`config.mk`:
```
export PLATFORM = sky130hd
export DESIGN_NAME = picoblaze_io_hub
export DESIGN_NICKNAME = d
export VERILOG_FILES = /design/src/rtl/picoblaze_io_pkg.sv /design/src/rtl/picoblaze_irq_ctrl.sv /design/src/rtl/picoblaze_io_hub.sv
export SDC_FILE = /design/constraint.sdc
export NUM_CORES = 1
export LEC_CHECK = 0
export ABC_AREA = 0
export ABC_CLOCK_PERIOD_IN_PS = 2940
export CAP_MARGIN = 40
export CORE_MARGIN = 5
export CORE_UTILIZATION = 25
export DETAILED_ROUTE_END_ITERATION = 10
export PLACE_DENSITY = 0.52
export REMOVE_ABC_BUFFERS = 1
export SLEW_MARGIN = 20
export SYNTH_ARGS = -nofsm -noshare
export SYNTH_HDL_FRONTEND = slang
export SYNTH_SLANG_ARGS = --single-unit
```
`constraint.sdc`:
```
create_clock -name clk -period 2.94 [get_ports clk]
set_input_delay 0.882 -clock clk [delete_from_list [all_inputs] [get_ports clk]]
set_output_delay 0.882 -clock clk [all_outputs]
set_load 0.01 [all_outputs]
```
`src/rtl/picoblaze_io_pkg.sv`:
```
// Shared address map and bit positions for the PicoBlaze I/O hub.
package picoblaze_io_pkg;

    localparam logic [7:0] ADDR_IN_BASE  = 8'h00;
    localparam logic [7:0] ADDR_IRQ_STAT = 8'h40;
    localparam logic [7:0] ADDR_IRQ_MASK = 8'h41;
    localparam logic [7:0] ADDR_IRQ_CLR  = 8'h42;
    localparam logic [7:0] ADDR_OUT_BASE = 8'h80;

    localparam int unsigned TICK_BIT = 7;

    typedef enum logic [1:0] {
        RdNone,
        RdIn,
        RdStat,
        RdMask
    } rd_sel_e;

    // True when id falls in the 8-entry window at base and its index is below n.
    function automatic logic addr_in_window(logic [7:0] id, logic [7:0] base, int unsigned n);
        return (id[7:3] == base[7:3]) && (32'(id[2:0]) < n);
    endfunction

endpackage

```
`src/rtl/picoblaze_irq_ctrl.sv`:
```
// Interrupt controller: edge detect, pending/mask/in-service state and registered interrupt.
// The periodic tick source is built only when PICOBLAZE_TICK_TIMER_EN is defined.
module picoblaze_irq_ctrl
    import picoblaze_io_pkg::*;
#(
    parameter int unsigned NUM_IRQ        = 1,
    parameter int unsigned CLK_FREQ_IN_HZ = 25000000,
    parameter int unsigned TICK_HZ        = 1
) (
    input  logic               clk,
    input  logic               reset,
    input  logic [NUM_IRQ-1:0] irq_src_i,
    input  logic               mask_we_i,
    input  logic               clr_we_i,
    input  logic [7:0]         wdata_i,
    input  logic               irq_ack_i,
    output logic [7:0]         status_o,
    output logic [7:0]         mask_o,
    output logic               irq_o
);

    logic               tick_wrap;
    logic [NUM_IRQ-1:0] irq_prev_q;
    logic [NUM_IRQ-1:0] irq_edge;
    logic [7:0]         pending_q, pending_d;
    logic [7:0]         mask_q, mask_d;
    logic [7:0]         clr_bits;
    logic               in_service_q, in_service_d;
    logic               irq_q, irq_d;

`ifdef PICOBLAZE_TICK_TIMER_EN
    localparam bit          TickEn  = 1'b1;
    localparam int unsigned TickDiv = (CLK_FREQ_IN_HZ / TICK_HZ > 0) ?
                                      CLK_FREQ_IN_HZ / TICK_HZ : 1;
    localparam int unsigned TickW   = (TickDiv > 1) ? $clog2(TickDiv) : 1;
    localparam logic [TickW-1:0] TickMax = TickW'(TickDiv - 1);

    logic [TickW-1:0] tick_cnt_q, tick_cnt_d;

    always_comb begin
        tick_wrap  = (tick_cnt_q == TickMax);
        tick_cnt_d = tick_wrap ? '0 : tick_cnt_q + 1'b1;
    end

    always_ff @(posedge clk or posedge reset) begin
        if (reset) begin
            tick_cnt_q <= '0;
        end else begin
            tick_cnt_q <= tick_cnt_d;
        end
    end
`else
    localparam bit TickEn = 1'b0;
    assign tick_wrap = 1'b0;
`endif

    // Bits that can ever hold a pending flag; everything else reads as zero.
    localparam logic [7:0] ImplMask = 8'((1 << NUM_IRQ) - 1) | (TickEn ? 8'h80 : 8'h00);

    always_comb begin
        irq_edge  = irq_src_i & ~irq_prev_q;
        clr_bits  = clr_we_i ? wdata_i : 8'h00;
        // Set is OR-ed in after the clear so a same-cycle event survives.
        pending_d = ((pending_q & ~clr_bits) | {tick_wrap, 7'(irq_edge)}) & ImplMask;
        mask_d    = mask_we_i ? wdata_i : mask_q;

        in_service_d = in_service_q;
        if (irq_ack_i) begin
            in_service_d = 1'b1;
        end else if (clr_we_i) begin
            in_service_d = 1'b0;
        end

        irq_d = (|(pending_q & mask_q)) & ~in_service_q & ~irq_ack_i;
    end

    always_ff @(posedge clk or posedge reset) begin
        if (reset) begin
            irq_prev_q   <= '0;
            pending_q    <= 8'h00;
            mask_q       <= 8'h00;
            in_service_q <= 1'b0;
            irq_q        <= 1'b0;
        end else begin
            irq_prev_q   <= irq_src_i;
            pending_q    <= pending_d;
            mask_q       <= mask_d;
            in_service_q <= in_service_d;
            irq_q        <= irq_d;
        end
    end

    assign status_o = pending_q;
    assign mask_o   = mask_q;
    assign irq_o    = irq_q;

endmodule

```
`src/rtl/picoblaze_io_hub.sv`:
```
// PicoBlaze port-mapped I/O hub: address decode, input read mux and output registers.
// Optional tick interrupt source enabled by defining PICOBLAZE_TICK_TIMER_EN.
module picoblaze_io_hub
    import picoblaze_io_pkg::*;
#(
    parameter int unsigned NUM_IN         = 2,
    parameter int unsigned NUM_OUT        = 2,
    parameter int unsigned NUM_IRQ        = 1,
    parameter int unsigned CLK_FREQ_IN_HZ = 25000000,
    parameter int unsigned TICK_HZ        = 1
) (
    input  logic                 clk,
    input  logic                 reset,
    input  logic [7:0]           port_id,
    input  logic                 write_strobe,
    input  logic                 read_strobe,
    input  logic [7:0]           out_port,
    output logic [7:0]           in_port,
    output logic                 interrupt,
    input  logic                 interrupt_ack,
    input  logic [NUM_IN*8-1:0]  input_data,
    input  logic [NUM_IRQ-1:0]   irq_src,
    output logic [NUM_OUT*8-1:0] out_data,
    output logic [NUM_OUT-1:0]   out_wr
);

    logic [7:0]           in_port_q, in_port_d;
    logic [NUM_OUT*8-1:0] out_data_q, out_data_d;
    logic [NUM_OUT-1:0]   out_wr_q, out_wr_d;
    logic [7:0]           irq_status, irq_mask;
    logic                 mask_we, clr_we, out_hit;
    rd_sel_e              rd_sel;
    logic                 unused_read_strobe;

    // in_port is refreshed every cycle from port_id alone.
    assign unused_read_strobe = read_strobe;

    always_comb begin
        rd_sel = RdNone;
        if (addr_in_window(port_id, ADDR_IN_BASE, NUM_IN)) begin
            rd_sel = RdIn;
        end else if (port_id == ADDR_IRQ_STAT) begin
            rd_sel = RdStat;
        end else if (port_id == ADDR_IRQ_MASK) begin
            rd_sel = RdMask;
        end

        in_port_d = 8'h00;
        unique case (rd_sel)
            RdIn: begin
                for (int i = 0; i < NUM_IN; i++) begin
                    if (port_id[2:0] == 3'(i)) begin
                        in_port_d = input_data[i*8 +: 8];
                    end
                end
            end
            RdStat:  in_port_d = irq_status;
            RdMask:  in_port_d = irq_mask;
            default: in_port_d = 8'h00;
        endcase

        out_hit    = write_strobe && addr_in_window(port_id, ADDR_OUT_BASE, NUM_OUT);
        out_data_d = out_data_q;
        out_wr_d   = '0;
        for (int i = 0; i < NUM_OUT; i++) begin
            if (out_hit && (port_id[2:0] == 3'(i))) begin
                out_data_d[i*8 +: 8] = out_port;
                out_wr_d[i]          = 1'b1;
            end
        end

        mask_we = write_strobe && (port_id == ADDR_IRQ_MASK);
        clr_we  = write_strobe && (port_id == ADDR_IRQ_CLR);
    end

    always_ff @(posedge clk or posedge reset) begin
        if (reset) begin
            in_port_q  <= 8'h00;
            out_data_q <= '0;
            out_wr_q   <= '0;
        end else begin
            in_port_q  <= in_port_d;
            out_data_q <= out_data_d;
            out_wr_q   <= out_wr_d;
        end
    end

    picoblaze_irq_ctrl #(
        .NUM_IRQ       (NUM_IRQ),
        .CLK_FREQ_IN_HZ(CLK_FREQ_IN_HZ),
        .TICK_HZ       (TICK_HZ)
    ) u_irq_ctrl (
        .clk      (clk),
        .reset    (reset),
        .irq_src_i(irq_src),
        .mask_we_i(mask_we),
        .clr_we_i (clr_we),
        .wdata_i  (out_port),
        .irq_ack_i(interrupt_ack),
        .status_o (irq_status),
        .mask_o   (irq_mask),
        .irq_o    (interrupt)
    );

    assign in_port  = in_port_q;
    assign out_data = out_data_q;
    assign out_wr   = out_wr_q;

endmodule

```
# == After elaboration in Yosys (flattened, before gate mapping) ==
# Index checks and enable logic that the tools add are counted.
# classes
muxes,11
div,0
addsub,0
order_cmp,1
shift,0
eq_ne,8
mul,0
bitwise_logic,10
n_reduce_logical,11
# ops
operator,n
"8-bit by 7-bit == test with 1-bit output, second input constant",3
8-bit one-hot mux with 3 select lines,1
8-bit 2-to-1 mux,2
1-bit by 8-bit AND with 8-bit output,1
8-bit OR reduction,1
1-bit logical AND,7
2-bit 2-to-1 mux,3
"5-bit == test, second input constant",1
5-bit zero test,1
1-bit 2-to-1 mux,5
1-bit AND,4
"2-bit == test, second input constant",2
1-bit inverter,4
"3-bit by 1-bit == test with 1-bit output, second input constant",1
3-bit zero test,1
"3-bit by 2-bit < comparator with 1-bit output, second input constant",1
"2-bit by 1-bit == test with 1-bit output, second input constant",1
2-bit nonzero test,1
1-bit bitwise OR,1
# word_totals
latch_bits,0
memories,0
output_inout_bits,27
inputBits,38
mem_bits_ro,0
ramBits,0
reg_bits,38
wordCells,50

# == Depth between registers and ports, before layout ==
# logic_depth
ltp_word,6
ltp_mapped,4

# == Modules after synthesis ==
# Synthesis repeated with hierarchy kept, for this count alone.
# hier_totals
hier_cells,132
hier_area_um2,1773.0
# by_module_without_submodules
mod,area_each_um2,cells_per_inst,instances,seq_area_each_um2
picoblaze_io_hub,1244.9,95,1,650.6
picoblaze_irq_ctrl,528.0,37,1,300.3

# == Worst setup path before layout ==
# No wires, ideal clock.
# synth_timing
kind,input -> register
startpoint,input port port_id[5]
endpoint,register out_data_q[0] (netlist: out_data[0])
setup_time_ps,125
path_stages,4
t_required_ps,2815
arrival_ps,1945
setup_slack_ps,870
cell_sequence,nor4_4 > and3b_2 > buf_6 > mux2_2
# synth_via
elab_chain_cells,4
# synth_lines
element,line_no,source
from (decl),picoblaze_io_hub.sv:14,"input logic [7:0] port_id,"
5-bit == test,picoblaze_io_pkg.sv:21,return (id[7:3] == base[7:3]) && (32'(id[2:0]) < n);
1-bit logical AND,picoblaze_io_pkg.sv:21,
1-bit logical AND,picoblaze_io_hub.sv:62,"out_hit = write_strobe && addr_in_window(port_id, ADDR_OUT_BASE, NUM_OUT);"
1-bit logical AND,picoblaze_io_hub.sv:66,if (out_hit && (port_id[2:0] == 3'(i))) begin
to (signal assigned),picoblaze_io_hub.sv:83,out_data_q <= out_data_d;
to (decl),picoblaze_io_hub.sv:28,"logic [NUM_OUT*8-1:0] out_data_q, out_data_d;"
# No other way between the ends.
# A chain may end at the register's enable or synchronous reset.

# == Final worst setup path ==
# layout_timing
startpoint,input port port_id[7]
endpoint,register out_data_q[7] (netlist: out_data[7])
# Same word-level chain as after synthesis.

==> flow_summary.yaml <==
timing:
  slew_headroom: 0.6495
  period_share: 0.8395
  hold_viol: 0
  finalSetupViolations: 0
  fmax_ghz: 0.4052
  setup_tns_ns: 0
  drv_slew: 0
  min_period_ns: 2.468
  finalWorstSetupSlack_ns: 0.4719
  rsz0062_at_grt: "no"
  hold_ws_ns: 0.4362
  clock-skew-final_ns: 0.003289
  worst_pin_slew_ns: 0.5238
global_routing:
  grt_pass1_wl_microns: 6810
  antenna_found_initial: 0
  grt_max_degree: 39
  groute.usage.overall: 0.1139
  grt.overflow.total: 0
  grt_pass1_vias: 1345
clock_network:
  cts_inserted_buffers: 5
  clock-sinks: 38
  clock_latency_ns: 0.28
  tritoncts: "done"
  htree_levels: 2
  cts.hold.buffers_added: 0
  clock_path_buffers: 2
  post_cts_resized: 0
  postCtsSetupBuffers: 0
  clk_pin_slew_ns: 0.07
  cts_root_buffer: "clkbuf_8"
critical_path:
  worstPathBufferInverterCount: 1
  cp-start-kind: "input pin"
  slowest_delay_ns: 0.50
  worstPathMaxFanout: 9
  worstPathRequired_ns: 3.11
  path_delay_family: "simple AND/OR/NAND/NOR gates"
  endpoint_kind: "flop"
  crit_arrival_ns: 2.64
  cp_slowest_cell: "clkdlybuf4s50_1"
  path_class: "input pin to flop"
  path_cells: "clkdlybuf4s50_1 > nor4bb_1 > and3b_2 > mux2_2"
finish:
  fin_util: 0.3970
  drive_gt1_frac: 0.2707
  final_cells: 256
  fin_area_sq_mm: 0.002392
  area_growth_pct: 52.11
  diodes: 0
  nNetsFinal: 219
synth:
  synth-seq-cells: 38
  yosys_warnings: 0
  synth_area_per_cell_sq_um: 14.43
  synthCells: 109
  ys_types: 19
  syn-cell-area_sq_mm: 0.001573
  yosysSeqAreaShare: 0.6046
run_status:
  outcome: "finished, final reports clean"
power:
  fin_total_pwr_mw: 1.021
  ir_worst_vdd_mv: 0.1908
  powerDensity_mw_per_mm2: 427.0
  power.leakage_nw: 1.067
placement:
  numPortBuffers: 63
  postPlaceCellArea_sq_mm: 0.002313
  hpwl_microns: 3258
  preCtsSetupSlack_ns: 0.1916
  place_congestion: 0.6669
  placed_cells: 249
detailed_routing:
  vias_per_cell: 4.445
  wire_per_inst_microns: 16.39
  antenna_left: 0
  dr.first_iter.drc_count: 43
  drc_errors: 0
  dr_total_vias: 1138
  routed_wl_microns: 4195
  first_pass_iters: 4
floorplan:
  initial_utilization: 0.2610
  std_cell_rows: 28
  io_pins: 65
  die-width_microns: 89.32
  core_sq_mm: 0.006026
  die-height_microns: 89.32
  dieArea_sq_mm: 0.007977
job:
  cap_violations: 0
worst_hold_path:
  worstHoldPathType: "flop to flop"
[layout make-up]
type / instances / area [sq um]
clock buffers: 5 / 68.82
clock inverters: 2 / 10.01
multi-input cells: 65 / 589.3
fillers: 593 / 3633
repair buffers: 68 / 668.1
well taps: 75 / 93.84
inverters: 3 / 11.26
flip-flops and latches: 38 / 950.9
[state kept, by name (all words and copies together), names as in the netlist]
register                 count
u_irq_ctrl.in_service_q      1
in_port                      8
u_irq_ctrl.mask_o            8
u_irq_ctrl.status_o          1
out_wr                       2
u_irq_ctrl.irq_prev_q        1
out_data                    16
u_irq_ctrl.irq_o             1
[synthesized netlist by cell type, drive strengths merged]
cell | count | area share
nor3 | 1 | 0.0032
nand2 | 2 | 0.0048
dfrtp | 38 | 0.60
nor2 | 10 | 0.024
a21o | 1 | 0.0048
and2 | 1 | 0.0040
nand4 | 2 | 0.012
nor4bb | 2 | 0.013
nand3 | 2 | 0.0095
nor4 | 1 | 0.014
mux2 | 33 | 0.24
a22oi | 8 | 0.038
a22o | 1 | 0.0056
and3b | 1 | 0.0064
buf | 3 | 0.014
inv | 3 | 0.0072
[cells by family (layout without fill, tap and decap cells)]
group,Yosys count,count (layout),share of synthesized area
multiplexers,33,33,0.2363
buffers and inverters,6,78,0.02068
flip-flops,38,38,0.6046
AO/OA/AOI/OAI,10,10,0.04853
AND/OR/NAND/NOR,22,22,0.08990
[final timing paths]
kind	depth (start not counted)	start	endpoint	slack, ns
worst min register to register	1	u_irq_ctrl.in_service_q	u_irq_ctrl.irq_o	0.44
worst min-delay path	1	u_irq_ctrl.in_service_q	u_irq_ctrl.irq_o	0.44
min in group asynchronous	3	reset	out_wr[1]	1.01
worst max register to register	3	u_irq_ctrl.status_o[0]	in_port[0]	1.91
max in group asynchronous	3	reset	u_irq_ctrl.in_service_q	1.58
worst max-delay path	4	port_id[7]	out_data[7]	0.47
[power breakdown]
part	internal (mW)	leakage (nW)	switching (mW)
registers	0.539	0.514	0.00849
logic	0.0899	0.509	0.0542
clock network	0.159	0.0438	0.171
[layout by cell type (no fill, tap or decap), drive strengths merged]
cell type / count
nor4bb: 2
clkdlybuf4s50: 63
and3b: 1
nand4: 2
nand3: 2
and2: 1
dfrtp: 38
nor2: 10
mux2: 33
clkinv: 2
a21o: 1
inv: 3
a22o: 1
a22oi: 8
nor4: 1
clkbuf: 5
nor3: 1
buf: 5
nand2: 2
[metal layers]
layer | share of wire | GRT usage
met3 | 0.068 | 0.04240
met2 | 0.52 | 0.2009
met5 | 0 | 0
met4 | 0 | 0.02842
met1 | 0.41 | 0.1302
(Power assumes the default switching activity.)
==> edit: new RTL, same settings <==
`NUM_OUT`: 2 -> 1.
--- a/src/rtl/picoblaze_io_hub.sv
+++ b/src/rtl/picoblaze_io_hub.sv
@@ -5,5 +5,5 @@
 #(
     parameter int unsigned NUM_IN         = 2,
-    parameter int unsigned NUM_OUT        = 2,
+    parameter int unsigned NUM_OUT        = 1,
     parameter int unsigned NUM_IRQ        = 1,
     parameter int unsigned CLK_FREQ_IN_HZ = 25000000,
Interface: changed (resized out_data and out_wr); port bits go from 65 to 56. The function was not compared with the original's and may differ.
==> edit against the unedited design <==
Setup slack gained 0.20 ns; clock skew is 0.0017 ns lower; synthesized area down 21%; sequential cell count down 9; cell area shrank 17%; die area decreased by 19%; wire length down 22%; synthesized cell count fell by 18%; power is 6.5% lower; critical endpoint is now out_data[1].
==> edit: results (changes against the unedited design) <==
outcome: complete, no violations (unchanged)
total wirelength of the detailed-routed design: 3270 microns (was 4200 microns)
grt met1 use: 0.142 (was 0.130)
slew at the pin closest to its max-slew limit: 0.418 ns (was 0.524 ns)
cell with the largest stage delay on the worst path: sky130_fd_sc_hd__nor4_4 (was sky130_fd_sc_hd__clkdlybuf4s50_1)
met3 wire length: 303 microns (was 287 microns)
Post-Route M1 WL: 1540 microns (was 1730 microns)
final weighted congestion in routability-driven placement: 0.754 (was 0.667)
All-Layer GR Usage: 0.109 (was 0.114)
share of the synthesized area in compound gates (AO/OA/AOI/OAI): 0.0565 (was 0.0485)
leakage power of the design: 0.871 nW (was 1.07 nW)
met2 WL post-DR: 1400 microns (was 2180 microns)
commonest cells in the synthesized netlist: sky130_fd_sc_hd__dfrtp_1 (29), sky130_fd_sc_hd__mux2_2 (23), sky130_fd_sc_hd__nor2_1 (10) (was sky130_fd_sc_hd__dfrtp_1 (38), sky130_fd_sc_hd__mux2_2 (33), sky130_fd_sc_hd__nor2_1 (10))
share of post-route cells with drive strength above 1: 0.257 (was 0.271)
Critical Path Max Stage Delay: 0.46 ns (was 0.50 ns)
met3 track demand over resource: 0.0370 (was 0.0424)
pin count of the biggest net entering global routing: 30 (was 39)
drt initial violations: 47 (was 43)
final layout net count: 189 (was 219)
final HPWL from detailed placement: 2510 microns (was 3260 microns)
Mapped Avg Cell Area: 13.9 sq um (was 14.4 sq um)
Max FO, Critical Path: 9 (unchanged)
Data arrival, critical path: 2.44 ns (was 2.64 ns)
top cells by area in the synthesized netlist: sky130_fd_sc_hd__dfrtp_1 (59%), sky130_fd_sc_hd__mux2_2 (21%), sky130_fd_sc_hd__a22oi_1 (4.2%) (was sky130_fd_sc_hd__dfrtp_1 (60%), sky130_fd_sc_hd__mux2_2 (24%), sky130_fd_sc_hd__a22oi_1 (3.8%))
share of synthesized area occupied by flip-flops and latches: 0.585 (was 0.605)
mux contribution to synthesized area: 0.227 (was 0.236)
detail-routed via count per cell: 4.32 (was 4.45)
worst ir drop on vdd: 0.177 mV (was 0.191 mV)
global-route wire length before repair: 5200 microns (was 6810 microns)
clock skew: 0.00154 ns (was 0.00329 ns)
met2 GRT Util: 0.158 (was 0.201)
via count of the first global-routing pass: 1001 (was 1345)
number of placed instances, taps included: 211 (was 249)
final cell count without fillers: 219 (was 256)
[edit: changes by cell type after synthesis, sizes merged, moves of 2 or more]
cell,change
dfrtp,-9
mux2,-10
nor2b,+3
nor4bb,-2
and3,+2
[edit: final timing paths]
| check | startpoint | endpoint | slack [ns] | cells past startpoint |
|---|---|---|---|---|
| worst max-delay path | port_id[2] | out_data[1] | 0.67 | 4 |
| max in group asynchronous | reset | out_data[5] | 1.69 | 3 |
| worst min register to register | u_irq_ctrl.in_service_q | u_irq_ctrl.irq_o | 0.43 | 1 |
| worst min-delay path | u_irq_ctrl.in_service_q | u_irq_ctrl.irq_o | 0.43 | 1 |
| min in group asynchronous | reset | u_irq_ctrl.in_service_q | 0.96 | 3 |
| worst max register to register | u_irq_ctrl.status_o[0] | in_port[0] | 1.76 | 2 |
[edit: per-stage QoR]
stage          hold WS [ns]  worst slack [ns]
6_report              0.430             0.670
5_1_grt               0.461             0.584
4_1_cts               0.442             0.641
3_5_place_dp          0.423             0.342
3_3_place_gp          0.414             0.369
2_1_floorplan         0.406              1.01
[edit: logic make-up after synthesis]
logic type,count (synthesis)
mux,24
flops,29
compound gates,9
buf+inv,5
simple gates,22
[edit: area by class of cell]
type                    instances  area (sq um)
clock inverters                 3          46.3
inverters                       3          11.3
multi-input cells              55           493
clock buffers                   5          68.8
repair buffers                 57           563
fillers                       457          2760
flip-flops and latches         29           726
well taps                      67          83.8
[edit: where the power goes]
part	total, mW	internal (mW)	switching (mW)
Sequential	0.416	0.410	0.00551
Clock	0.421	0.253	0.168
Combinational	0.118	0.0763	0.0417
Total	0.955	0.740	0.215
